<file path="config.mk">
export PLATFORM = sky130hd
export DESIGN_NAME = mac_acc_6343_s35
export DESIGN_NICKNAME = d
export VERILOG_FILES = /design/src/rtl/mod6343_pkg.sv /design/src/rtl/mul13s_reg.sv /design/src/rtl/mac_acc_6343_s35.sv
export SDC_FILE = /design/constraint.sdc
export NUM_CORES = 1
export LEC_CHECK = 0
export BUFFER_PORTS_ARGS = -buffer_cell sky130_fd_sc_hd__buf_2
export CORE_UTILIZATION = 54
export DETAILED_ROUTE_END_ITERATION = 10
export PLACE_DENSITY_LB_ADDON = 0.1
export REMOVE_ABC_BUFFERS = 1
export SLEW_MARGIN = 20
export SYNTH_ARGS = -nofsm -noshare
export SYNTH_HDL_FRONTEND = slang
export SYNTH_SLANG_ARGS = --single-unit
</file>
<file path="constraint.sdc">
create_clock -name clk -period 4.5 [get_ports clk]
set_input_delay 0.9 -clock clk [delete_from_list [all_inputs] [get_ports clk]]
set_output_delay 0.9 -clock clk [all_outputs]
set_load 0.03 [all_outputs]
</file>
<file path="src/rtl/mod6343_pkg.sv">
// Shared widths, modulus constants and FSM states for the mod-6343 poly-multiply datapath.
package mod6343_pkg;
    localparam int Q     = 6343;
    localparam int QH    = 3171;
    localparam int AW    = 13;
    localparam int PW    = 25;
    localparam int OW    = 35;
    localparam int NTERM = 1024;
    localparam int CW    = $clog2(NTERM);

    typedef enum logic [1:0] {
        S_ACC   = 2'd0,
        S_DRAIN = 2'd1,
        S_OUT   = 2'd2
    } state_t;

    function automatic logic signed [OW-1:0] sext_p(input logic signed [PW-1:0] p);
        return {{(OW-PW){p[PW-1]}}, p};
    endfunction
endpackage

</file>
<file path="src/rtl/mul13s_reg.sv">
// Registered signed AW x AW multiplier; product truncated to PW bits, valid follows en by one edge.
module mul13s_reg
    import mod6343_pkg::*;
(
    input  logic                 clk,
    input  logic                 rst_n,
    input  logic                 en,
    input  logic signed [AW-1:0] a,
    input  logic signed [AW-1:0] b,
    output logic signed [PW-1:0] p,
    output logic                 p_valid
);
    logic signed [2*AW-1:0] full_prod;
    logic signed [PW-1:0]   p_d, p_q;
    logic                   p_valid_d, p_valid_q;

    always_comb begin
        full_prod = a * b;
        p_d       = p_q;
        p_valid_d = en;
        if (en) begin
            p_d = full_prod[PW-1:0];
        end
    end

    always_ff @(posedge clk or negedge rst_n) begin
        if (!rst_n) begin
            p_q       <= '0;
            p_valid_q <= 1'b0;
        end else begin
            p_q       <= p_d;
            p_valid_q <= p_valid_d;
        end
    end

    assign p       = p_q;
    assign p_valid = p_valid_q;
endmodule

</file>
<file path="src/rtl/mac_acc_6343_s35.sv">
// Signed multiply-accumulate: sums up to NTERM products per group and emits one OW-bit sum per group.
module mac_acc_6343_s35
    import mod6343_pkg::*;
(
    input  logic                 clk,
    input  logic                 Reset,
    input  logic                 In_valid,
    output logic                 In_ready,
    input  logic                 In_last,
    input  logic signed [AW-1:0] InA,
    input  logic signed [AW-1:0] InB,
    output logic                 Out_valid,
    input  logic                 Out_ready,
    output logic signed [OW-1:0] Out,
    output logic                 Out_err
);
    state_t               state_d, state_q;
    logic signed [OW-1:0] acc_d, acc_q;
    logic [CW-1:0]        count_d, count_q;
    logic                 err_d, err_q;
    logic signed [OW-1:0] out_d, out_q;
    logic                 out_valid_d, out_valid_q;
    logic                 out_err_d, out_err_q;

    logic                 accept;
    logic signed [PW-1:0] p;
    logic                 p_valid;
    logic signed [OW-1:0] p_ext;

    assign In_ready = (state_q == S_ACC);
    assign accept   = In_valid && In_ready;

    mul13s_reg u_mul (
        .clk     (clk),
        .rst_n   (Reset),
        .en      (accept),
        .a       (InA),
        .b       (InB),
        .p       (p),
        .p_valid (p_valid)
    );

    // Product register only holds a fresh term for one cycle, so gate the add with its valid.
    assign p_ext = p_valid ? sext_p(p) : '0;

    always_comb begin
        state_d     = state_q;
        acc_d       = acc_q;
        count_d     = count_q;
        err_d       = err_q;
        out_d       = out_q;
        out_valid_d = out_valid_q;
        out_err_d   = out_err_q;
        case (state_q)
            S_ACC: begin
                acc_d = acc_q + p_ext;
                if (accept) begin
                    count_d = count_q + 1'b1;
                    if (In_last || (count_q == CW'(NTERM - 1))) begin
                        state_d = S_DRAIN;
                        if (!In_last) begin
                            err_d = 1'b1;
                        end
                    end
                end
            end
            S_DRAIN: begin
                // Terminal product is still in the multiplier register; fold it in here.
                out_d       = acc_q + p_ext;
                out_err_d   = err_q;
                out_valid_d = 1'b1;
                acc_d       = '0;
                count_d     = '0;
                err_d       = 1'b0;
                state_d     = S_OUT;
            end
            S_OUT: begin
                if (out_valid_q && Out_ready) begin
                    out_valid_d = 1'b0;
                    state_d     = S_ACC;
                end
            end
            default: begin
                state_d = S_ACC;
            end
        endcase
    end

    always_ff @(posedge clk or negedge Reset) begin
        if (!Reset) begin
            state_q     <= S_ACC;
            acc_q       <= '0;
            count_q     <= '0;
            err_q       <= 1'b0;
            out_q       <= '0;
            out_valid_q <= 1'b0;
            out_err_q   <= 1'b0;
        end else begin
            state_q     <= state_d;
            acc_q       <= acc_d;
            count_q     <= count_d;
            err_q       <= err_d;
            out_q       <= out_d;
            out_valid_q <= out_valid_d;
            out_err_q   <= out_err_d;
        end
    end

    assign Out       = out_q;
    assign Out_valid = out_valid_q;
    assign Out_err   = out_err_q;
endmodule
</file>
==> metrics.cfg, run 1 <==
[status]
outcome=finished with violations
violations=design-rule violations, negative setup slack

[critical_path]
cp_slowest_stage_delay_ns=0.56
timing.rr.start=u_mul.p_valid
worst_setup_path_start_kind=input pin
reg2reg_to=Out[28]
cp.arrival_ns=6.07
crit_buf_inv=3
path_delay_family=adder cells
cpMaxStageDelayCell=fa_1
required_ns=4.74
critPathKind=input pin to flop
path_max_fanout=7
r2r_setup_slack_ns=0.81
endpoint_kind=flop
r2r.worst_path.cells=12
crit_chain=buf_8 > and2_4 > fa_1 > inv_1 > fa_1 > inv_2 > fa_1 > fa_1 > fa_1 > fa_1 > ha_4 > a21o_1 > a21oi_2 > o31ai_4 > a311oi_2 > o21ai_2 > nand2_1 > nor2_1 > or4_4
cp_common_cell=fa_1

[global_route]
grt_pass1_vias=9720
gr-total-overflow=0
track_usage=0.243
antenna_found_initial=0
grt_max_degree=56
grt_pass1_wl_mm=46.2

[placed_design]
dp_cells=1746
gp_congestion=0.899
port_buffers=68
dpl.hpwl_mm=21.5

[detailed_routing]
totalWireLength_mm=27.2
drt_pass1_iterations=10
drtAntennaViolNets=0
drt-vias-per-instance=5.32
drc=2
drt_iter0_drc=368
drt-wirelength-per-cell_um=15.3
vias=9436

[timing]
rsz0062_at_grt=yes
fin_ws_ns=-1.33
finalMaxSlewViolations=0
post-route-min-period_ns=5.83
final_hold_viol_count=0
period_share=1.30
tightest_slew_ns=0.616
fmax_mhz=171
setup_viol=17
maxSlewHeadroom=0.589
hold_slack_ns=0.466
clock_skew_ns=0.0155

[floorplan]
fp.dieW_um=153
fp.dieH_um=153
dieArea_um2=23300
rows=54
core_um2=22000
io_pins=69
initial_core_util=0.557

[synthesis]
avgSynthCellArea_um2=9.16
syn_area_um2=12300
ys_seq_elements=111
yosysSeqAreaShare=0.226
yosys.cell_types.count=60
synth_edf_count=0
yosys-top-cells-area=fa_1 (26%), dfrtp_1 (23%), ha_1 (10%), nand2_1 (6.5%), inv_1 (5.8%)
netlist_instances=1340
synth.top_cell.area_share=0.259
async_flop_share=1.00
ys_warn_count=0
ys.flop_type=dfrtp_1
synth_top_cell_by_area=fa_1

[clock_tree]
cts-root-buf=clkbuf_16
clk_latency_ns=0.36
cts_tree=done
path_clk_slew_ns=0.08
htreeDepth=3
hold_buffers=0
clock_sinks=111
cts_made_buffers=9
clk_path_buf_depth=2

[final_layout]
n_antenna_cell=0
area_growth_syn_to_layout_pct=18.1
final_nets=1777
fillers=1842
final_util=0.658
drive_above_1_share=0.198
stdcell_count=1773

[min_path]
holdPathStages=2
min_to=u_mul.p[16]
hold_start=u_mul.p[16]
hp-class=flop to flop

[run]
cap_violations=0

## sequential cells by signal (all words and copies together) (netlist names)
signal and flops:
Out 35, Out_err 1, Out_valid 1, acc_q 35, count_q 10, err_q 1
state_q 2, u_mul.p 25, u_mul.p_valid 1
## area by class of cell
type / count / area, um^2 / area share
clock buffer: 10 / 239 / 0.0165
clock inverter: 6 / 75.1 / 0.00518
inverter: 190 / 713 / 0.0492
multi-input combinational: 985 / 8940 / 0.617
sequential: 111 / 2780 / 0.192
tap: 280 / 350 / 0.0242
timing repair buffer: 191 / 1400 / 0.0967
## repair_timing
action	CTS	global route
pin swaps	61	48
endpoints found under the setup margin	18	18
setup buffers	8	7
endpoints found under the hold margin	0	0
gates resized for setup	72	47
## stage by stage
stage / setup slack (ns) / setup TNS [ns] / cell area, um^2
floorplan: -1.49 / -16.16 / 12100
global placement: -1.76 / -22.79 / 13600
detailed placement: -1.85 / -24.03 / 13600
CTS: -1.29 / -13.81 / 14300
global route: -1.51 / -17.22 / 14500
finish: -1.33 / -14.48 / 14500
## Yosys cell counts, drive strengths merged, types with 3 or more instances
library cell,number
fa,159
nand4,7
inv,190
xor2,17
mux2i,5
clkbuf,45
dfrtp,111
o31ai,14
a22o,15
a21o,21
or3,5
or2,7
nand2,212
mux2,7
buf,9
a21oi,34
a211oi,6
o311ai,5
nor3,14
nor2b,9
ha,99
o21bai,7
and3,7
xnor2,35
nor3b,3
o21a,4
nor2,34
nand2b,21
and2,94
a31oi,11
nand3,23
o211ai,8
o21ai,76
## worst reg2reg max path, stage by stage, from the launching register on
cell and delay (ns):
dfrtp_1 0.60, and2_1 0.27, ha_1 0.21, fa_1 0.43, a211oi_1 0.31, o211ai_1 0.17
a31oi_1 0.37, a31oi_1 0.18, o21ai_0 0.18, a21oi_1 0.11, o21ai_1 0.26, a211oi_1 0.11
or3_1 0.38
## per-layer routing
metal / wire length [um] / GRT usage / vias to the layer above
met5: 0 / 0 / -
met4: 308 / 0.0476 / 0
met3: 649 / 0.0182 / 24
met2: 13700 / 0.438 / 152
met1: 12500 / 0.322 / 4647
li1: - / - / 4613
## worst max-delay path by stage
stage	end	slack, ns	depth (start not counted)	from
final	u_mul.p[24]	-1.33	19	InB[1]
after global routing	u_mul.p[24]	-1.51	20	InA[12]
after CTS	u_mul.p[24]	-1.29	18	InB[1]
after detailed placement	u_mul.p[24]	-1.85	20	InB[1]
after global placement	u_mul.p[24]	-1.76	19	InB[1]
after floorplan	u_mul.p[24]	-1.49	19	InB[1]
## cell families (layout without fill, tap and decap cells)
logic type,count (synthesis),after routing,synth area share
buffers and inverters,244,397,0.0746
AO/OA/AOI/OAI,220,220,0.118
multiplexers,12,12,0.0105
flip-flops,111,111,0.226
adder cells (fa/ha/maj),258,258,0.360
AND/OR/NAND/NOR,443,443,0.173
XOR/XNOR,52,52,0.0371
## layout by cell type (no fill, tap or decap), types with 8 or more instances in the layout
master,instances
nand2_1,212
inv_1,180
fa_1,155
buf_4,123
dfrtp_1,111
ha_1,86
and2_1,82
o21ai_0,59
buf_2,50
nor2_1,33
xnor2_1,32
a21oi_1,27
nand3_1,22
a21o_1,21
nand2b_1,19
xor2_1,17
o21ai_1,15
a22o_1,15
and2_4,12
ha_4,12
nor3_1,11
inv_2,10
buf_6,10
a31oi_1,9
o31ai_1,9
clkbuf_16,9
o211ai_1,8
Power of run 1 is not shown: default switching activity piles up to over one toggle a cycle in this logic, so the estimate is an artifact.
==> run 2: changes to the inputs <==
--- a/config.mk
+++ b/config.mk
@@ -10,6 +10,7 @@
 export DETAILED_ROUTE_END_ITERATION = 10
 export PLACE_DENSITY_LB_ADDON = 0.1
 export REMOVE_ABC_BUFFERS = 1
+export SETUP_SLACK_MARGIN = 0.05
 export SLEW_MARGIN = 20
 export SYNTH_ARGS = -nofsm -noshare
 export SYNTH_HDL_FRONTEND = slang
==> run 2 against run 1 <==
  * Critical endpoint unchanged
  * Register-to-register slack hardly changed
  * Final area stayed put
  * The flow still finishes with violations (design-rule violations, negative setup slack)
  * Sequential cell count stayed put
  * Critical path depth stayed put
==> metrics.cfg, run 2 (synthesis results as in run 1) <==
[min_path]
min_to=u_mul.p[16]  ; unchanged
hold_start=u_mul.p[16]  ; unchanged
hp-class=flop to flop  ; unchanged
holdPathStages=2  ; unchanged

[timing]
finalMaxSlewViolations=0  ; unchanged
tightest_slew_ns=0.625  ; was 0.616 ns
fmax_mhz=171  ; about the same
maxSlewHeadroom=0.583  ; was 0.589
rsz0062_at_grt=yes  ; unchanged
post-route-min-period_ns=5.83  ; about the same
setup_viol=17  ; unchanged
fin_ws_ns=-1.33  ; about the same
period_share=1.30  ; about the same
hold_slack_ns=0.466  ; about the same
finalSetupTns_ns=-14.47  ; was -14.48 ns
final_hold_viol_count=0  ; unchanged
clock_skew_ns=0.0156  ; was 0.0155 ns

[detailed_routing]
drc=2  ; unchanged
vias=9420  ; was 9,436
drt-vias-per-instance=5.31  ; was 5.32
totalWireLength_mm=27.1  ; was 27.2 mm
drt_pass1_iterations=10  ; unchanged
drtAntennaViolNets=0  ; unchanged
drt-wirelength-per-cell_um=15.3  ; about the same
drt_iter0_drc=384  ; was 368

[critical_path]
path_max_fanout=7  ; unchanged
cp.arrival_ns=6.07  ; about the same
critPathKind=input pin to flop  ; unchanged
r2r_setup_slack_ns=0.80  ; was 0.81 ns
timing.rr.start=u_mul.p_valid  ; unchanged
worst_setup_path_start_kind=input pin  ; unchanged
required_ns=4.74  ; about the same
reg2reg_to=Out[28]  ; unchanged
r2r.worst_path.cells=12  ; unchanged
endpoint_kind=flop  ; unchanged

[run]
cap_violations=0  ; unchanged

[final_layout]
layout_commonest_cell=nand2_1  ; unchanged
final_cell_mix=nand2_1 (212), inv_1 (180), fa_1 (155), buf_4 (123), dfrtp_1 (111)  ; unchanged
stdcell_count=1773  ; unchanged
area_growth_syn_to_layout_pct=18.1  ; unchanged
design_area_um2=14500  ; unchanged
n_antenna_cell=0  ; unchanged
drive_above_1_share=0.198  ; unchanged
fillers=1842  ; unchanged
final_nets=1777  ; unchanged

[global_route]
gr-total-overflow=0  ; unchanged
antenna_found_initial=0  ; unchanged
track_usage=0.243  ; unchanged
grt_max_degree=56  ; unchanged
grt_pass1_wl_mm=46.2  ; unchanged
grt_pass1_vias=9720  ; unchanged

[clock_tree]
htreeDepth=3  ; unchanged
clock_sinks=111  ; unchanged
cts_tree=done  ; unchanged
clk_latency_ns=0.36  ; about the same
hold_buffers=0  ; unchanged
cts_made_buffers=9  ; unchanged
path_clk_slew_ns=0.08  ; about the same
cts-root-buf=clkbuf_16  ; unchanged
clk_path_buf_depth=2  ; unchanged

[floorplan]
rows=54  ; unchanged
dieArea_um2=23300  ; unchanged
fp.dieH_um=153  ; unchanged
core_um2=22000  ; unchanged
fp.dieW_um=153  ; unchanged
initial_core_util=0.557  ; unchanged
io_pins=69  ; unchanged

[placed_design]
gp_congestion=0.899  ; unchanged
port_buffers=68  ; unchanged
dpl.hpwl_mm=21.5  ; unchanged
dp_cells=1746  ; unchanged
placedInstanceArea_um2=13600  ; unchanged

[status]
violations=design-rule violations, negative setup slack  ; unchanged
outcome=finished with violations  ; unchanged

[run 2: cell counts in the layout (fill, tap and decap cells not counted)]
Identical to the previous run, type by type.
[run 2: area by class of cell]
cell class | count | area (um^2) | share of cell area
multi-input cells | 985 | 8940 | 0.617
flip-flops and latches | 111 | 2780 | 0.192
repair buffers | 191 | 1400 | 0.0967
inverters | 190 | 713 | 0.0492
well taps | 280 | 350 | 0.0242
clock buffers | 10 | 239 | 0.0165
clock inverters | 6 | 75.1 | 0.00518
[run 2: how the worst max path moves through the flow]
| stage | cells after the start | slack [ns] | to | start |
|---|---|---|---|---|
| after floorplan | 19 | -1.49 | u_mul.p[24] | InB[1] |
| after global placement | 19 | -1.76 | u_mul.p[24] | InB[1] |
| after detailed placement | 20 | -1.85 | u_mul.p[24] | InB[1] |
| after CTS | 18 | -1.29 | u_mul.p[24] | InB[1] |
| after global routing | 20 | -1.51 | u_mul.p[24] | InA[12] |
| final | 19 | -1.33 | u_mul.p[24] | InB[1] |
[run 2: per-layer routing]
layer,global-route usage,part of all wire
met2,0.438,0.50
met1,0.322,0.46
met3,0.0182,0.022
met5,0,0
met4,0.0476,0.011
[run 2: per-stage QoR]
| step | util | worst slack (ns) |
|---|---|---|
| floorplan | - | -1.49 |
| global placement | 0.619 | -1.76 |
| detailed placement | 0.619 | -1.85 |
| CTS | 0.649 | -1.29 |
| global route | 0.658 | -1.51 |
| finish | 0.658 | -1.33 |
[run 2: timing repair]
item	CTS	global route
buffers inserted	8	7
pin swaps	61	48
setup endpoints to repair	19	19
resized for setup	73	46
[run 2: critical path, stage by stage]
cell,delay (ns)
buf_8,0.11
and2_4,0.13
fa_1,0.52
inv_1,0.05
fa_1,0.51
inv_2,0.04
fa_1,0.47
fa_1,0.56
fa_1,0.43
fa_1,0.53
ha_4,0.21
a21o_1,0.19
a21oi_2,0.20
o31ai_4,0.11
a311oi_2,0.36
o21ai_2,0.09
nand2_1,0.09
nor2_1,0.05
or4_4,0.49
Power of run 2 is left out for the same reason.
==> run 3: changes to the inputs <==
--- a/config.mk
+++ b/config.mk
@@ -5,10 +5,10 @@
 export SDC_FILE = /design/constraint.sdc
 export NUM_CORES = 1
 export LEC_CHECK = 0
-export BUFFER_PORTS_ARGS = -buffer_cell sky130_fd_sc_hd__buf_2
 export CORE_UTILIZATION = 54
 export DETAILED_ROUTE_END_ITERATION = 10
-export PLACE_DENSITY_LB_ADDON = 0.1
+export DONT_BUFFER_PORTS = 1
+export PLACE_DENSITY = 0.75
 export REMOVE_ABC_BUFFERS = 1
 export SETUP_SLACK_MARGIN = 0.05
 export SLEW_MARGIN = 20
==> run 3 against run 2 <==
  * The flow still finishes with violations (design-rule violations, negative setup slack)
  * Clock skew hardly changed
  * Final area shrank 6.3%
  * Fmax is 1.9% higher
  * Core utilization decreased by 4.2 points
  * Critical path depth shrank 1
  * Via count is 3.2% lower
  * Die area is the same
  * Global-route usage down 0.70 points
  * Largest cell class unchanged
==> metrics.cfg, run 3 (synthesis results as in run 1) <==
[global_route]
antenna_found_initial=0  ; unchanged
track_usage=0.236  ; was 0.243
grt_pass1_vias=9388  ; was 9,720
gr-total-overflow=0  ; unchanged
grt_pass1_wl_mm=45.0  ; was 46.2 mm
grt_max_degree=112  ; was 56

[run]
cap_violations=0  ; unchanged

[clock_tree]
clock_sinks=111  ; unchanged
path_clk_slew_ns=0.08  ; about the same
cts_made_buffers=9  ; unchanged
htreeDepth=3  ; unchanged
cts_tree=done  ; unchanged
cts-root-buf=clkbuf_16  ; unchanged
clk_latency_ns=0.36  ; about the same
clk_path_buf_depth=2  ; unchanged

[floorplan]
io_pins=69  ; unchanged
fp.dieH_um=153  ; unchanged
dieArea_um2=23300  ; unchanged
initial_core_util=0.557  ; unchanged
fp.dieW_um=153  ; unchanged
rows=54  ; unchanged
core_um2=22000  ; unchanged

[final_layout]
regArea_um2=2780  ; unchanged
n_antenna_cell=0  ; unchanged
final_nets=1654  ; was 1,777
final_cell_mix=nand2_1 (212), inv_1 (182), fa_1 (157), dfrtp_1 (111), and2_1 (90)  ; was nand2_1 (212), inv_1 (180), fa_1 (155), buf_4 (123), dfrtp_1 (111)
drive_above_1_share=0.114  ; was 0.198
fillers=1886  ; was 1,842
layout_commonest_cell=nand2_1  ; unchanged
multiInputGateArea_um2=8890  ; was 8940 um^2
design_area_um2=13600  ; was 14,500 um^2
area_growth_syn_to_layout_pct=10.6  ; was 18.1%

[placed_design]
dpl.hpwl_mm=20.4  ; was 21.5 mm
placedInstanceArea_um2=12900  ; was 13,600 um^2
port_buffers=0  ; was 68
gp_congestion=0.868  ; was 0.899

[critical_path]
crit_chain=and2_4 > fa_1 > inv_2 > fa_1 > inv_2 > fa_1 > fa_1 > fa_1 > fa_1 > ha_4 > a21o_1 > a21oi_2 > o31ai_2 > a311oi_2 > o21ai_2 > nand2_1 > nor2_1 > or4_4  ; was buf_8 > and2_4 > fa_1 > inv_1 > fa_1 > inv_2 > fa_1 > fa_1 > fa_1 > fa_1 > ha_4 > a21o_1 > a21oi_2 > o31ai_4 > a311oi_2 > o21ai_2 > nand2_1 > nor2_1 > or4_4
endpoint_kind=flop  ; unchanged
cp.arrival_ns=5.95  ; was 6.07 ns
critPathKind=input pin to flop  ; unchanged
cp_slowest_stage_delay_ns=0.57  ; was 0.56 ns
worst_setup_path_start_kind=input pin  ; unchanged
path_max_fanout=13  ; was 7
required_ns=4.73  ; was 4.74 ns
cpMaxStageDelayCell=fa_1  ; unchanged
cp_common_cell=fa_1  ; unchanged

[detailed_routing]
drc=5  ; was 2
drt-vias-per-instance=5.53  ; was 5.31
vias=9122  ; was 9,420
drtAntennaViolNets=0  ; unchanged
drt_iter0_drc=486  ; was 384
drt_pass1_iterations=10  ; unchanged
totalWireLength_mm=26.7  ; was 27.1 mm
drt-wirelength-per-cell_um=16.2  ; was 15.3 um

[timing]
hold_slack_ns=0.237  ; was 0.466 ns
fmax_mhz=175  ; was 171 MHz
final_hold_viol_count=0  ; unchanged
post-route-min-period_ns=5.72  ; was 5.83 ns
tightest_slew_ns=0.683  ; was 0.625 ns
fin_ws_ns=-1.22  ; was -1.33 ns
finalMaxSlewViolations=0  ; unchanged
setup_viol=16  ; was 17
maxSlewHeadroom=0.543  ; was 0.583
clock_skew_ns=0.0154  ; was 0.0156 ns
period_share=1.27  ; was 1.30
rsz0062_at_grt=yes  ; unchanged

[min_path]
hp-class=input pin to async pin  ; was flop to flop

[status]
violations=design-rule violations, negative setup slack  ; unchanged
outcome=finished with violations  ; unchanged

==> run 3: changes by cell type in the layout (fill, tap and decap cells not counted), sizes merged <==
cell	before	now
buf	189	68
clkbuf	12	10
clkinv	1	2
inv	193	190
clkinvlp	1	3
==> run 3: path summary, 6_finish.rpt <==
check,startpoint,to,slack (ns),depth (start not counted)
worst max register to register,u_mul.p_valid,acc_q[34],0.72,12
worst min register to register,u_mul.p[0],u_mul.p[0],0.47,2
max in group asynchronous,Reset,acc_q[27],4.02,0
min in group clk,u_mul.p[0],u_mul.p[0],0.47,2
worst min-delay path,Reset,Out[30],0.24,0
worst max-delay path,InA[11],u_mul.p[24],-1.22,18
==> run 3: timing repair <==
item                                    in CTS  in global routing
endpoints found under the setup margin      17                 17
hold buffers                                 0                  0
gates resized for setup                     33                 38
buffers inserted                             6                  4
pin swaps                                   33                 31
==> run 3: critical path, delay by kind of cell <==
family	cells	cell delay (ns)
AOI/OAI and AO/OA	5	0.87
adders and majority gates	7	3.30
buffers and inverters	2	0.08
and+or+nand+nor	4	0.77
==> run 3: layout make-up <==
class | instances | area share
clock buffers | 10 | 0.0176
clock inverters | 6 | 0.00516
inverters | 190 | 0.0525
multi-input cells | 985 | 0.655
flip-flops and latches | 111 | 0.205
well taps | 280 | 0.0258
repair buffers | 68 | 0.0393
==> run 3: layer usage <==
metal	track usage	routed length (um)
met5	0	0
met4	0.0548	308
met3	0.0273	1410
met2	0.400	12800
met1	0.325	12300
==> run 3: stage by stage <==
stage / util / instances / setup slack (ns) / setup TNS [ns]
2_1_floorplan: - / 1286 / -1.49 / -16.16
3_3_place_gp: 0.585 / 1627 / -1.60 / -18.95
3_5_place_dp: 0.585 / 1627 / -1.74 / -20.63
4_1_cts: 0.607 / 1648 / -1.21 / -11.88
5_1_grt: 0.616 / 1650 / -1.39 / -14.81
6_report: 0.616 / 1650 / -1.22 / -12.42
Power of run 3 is left out for the same reason.
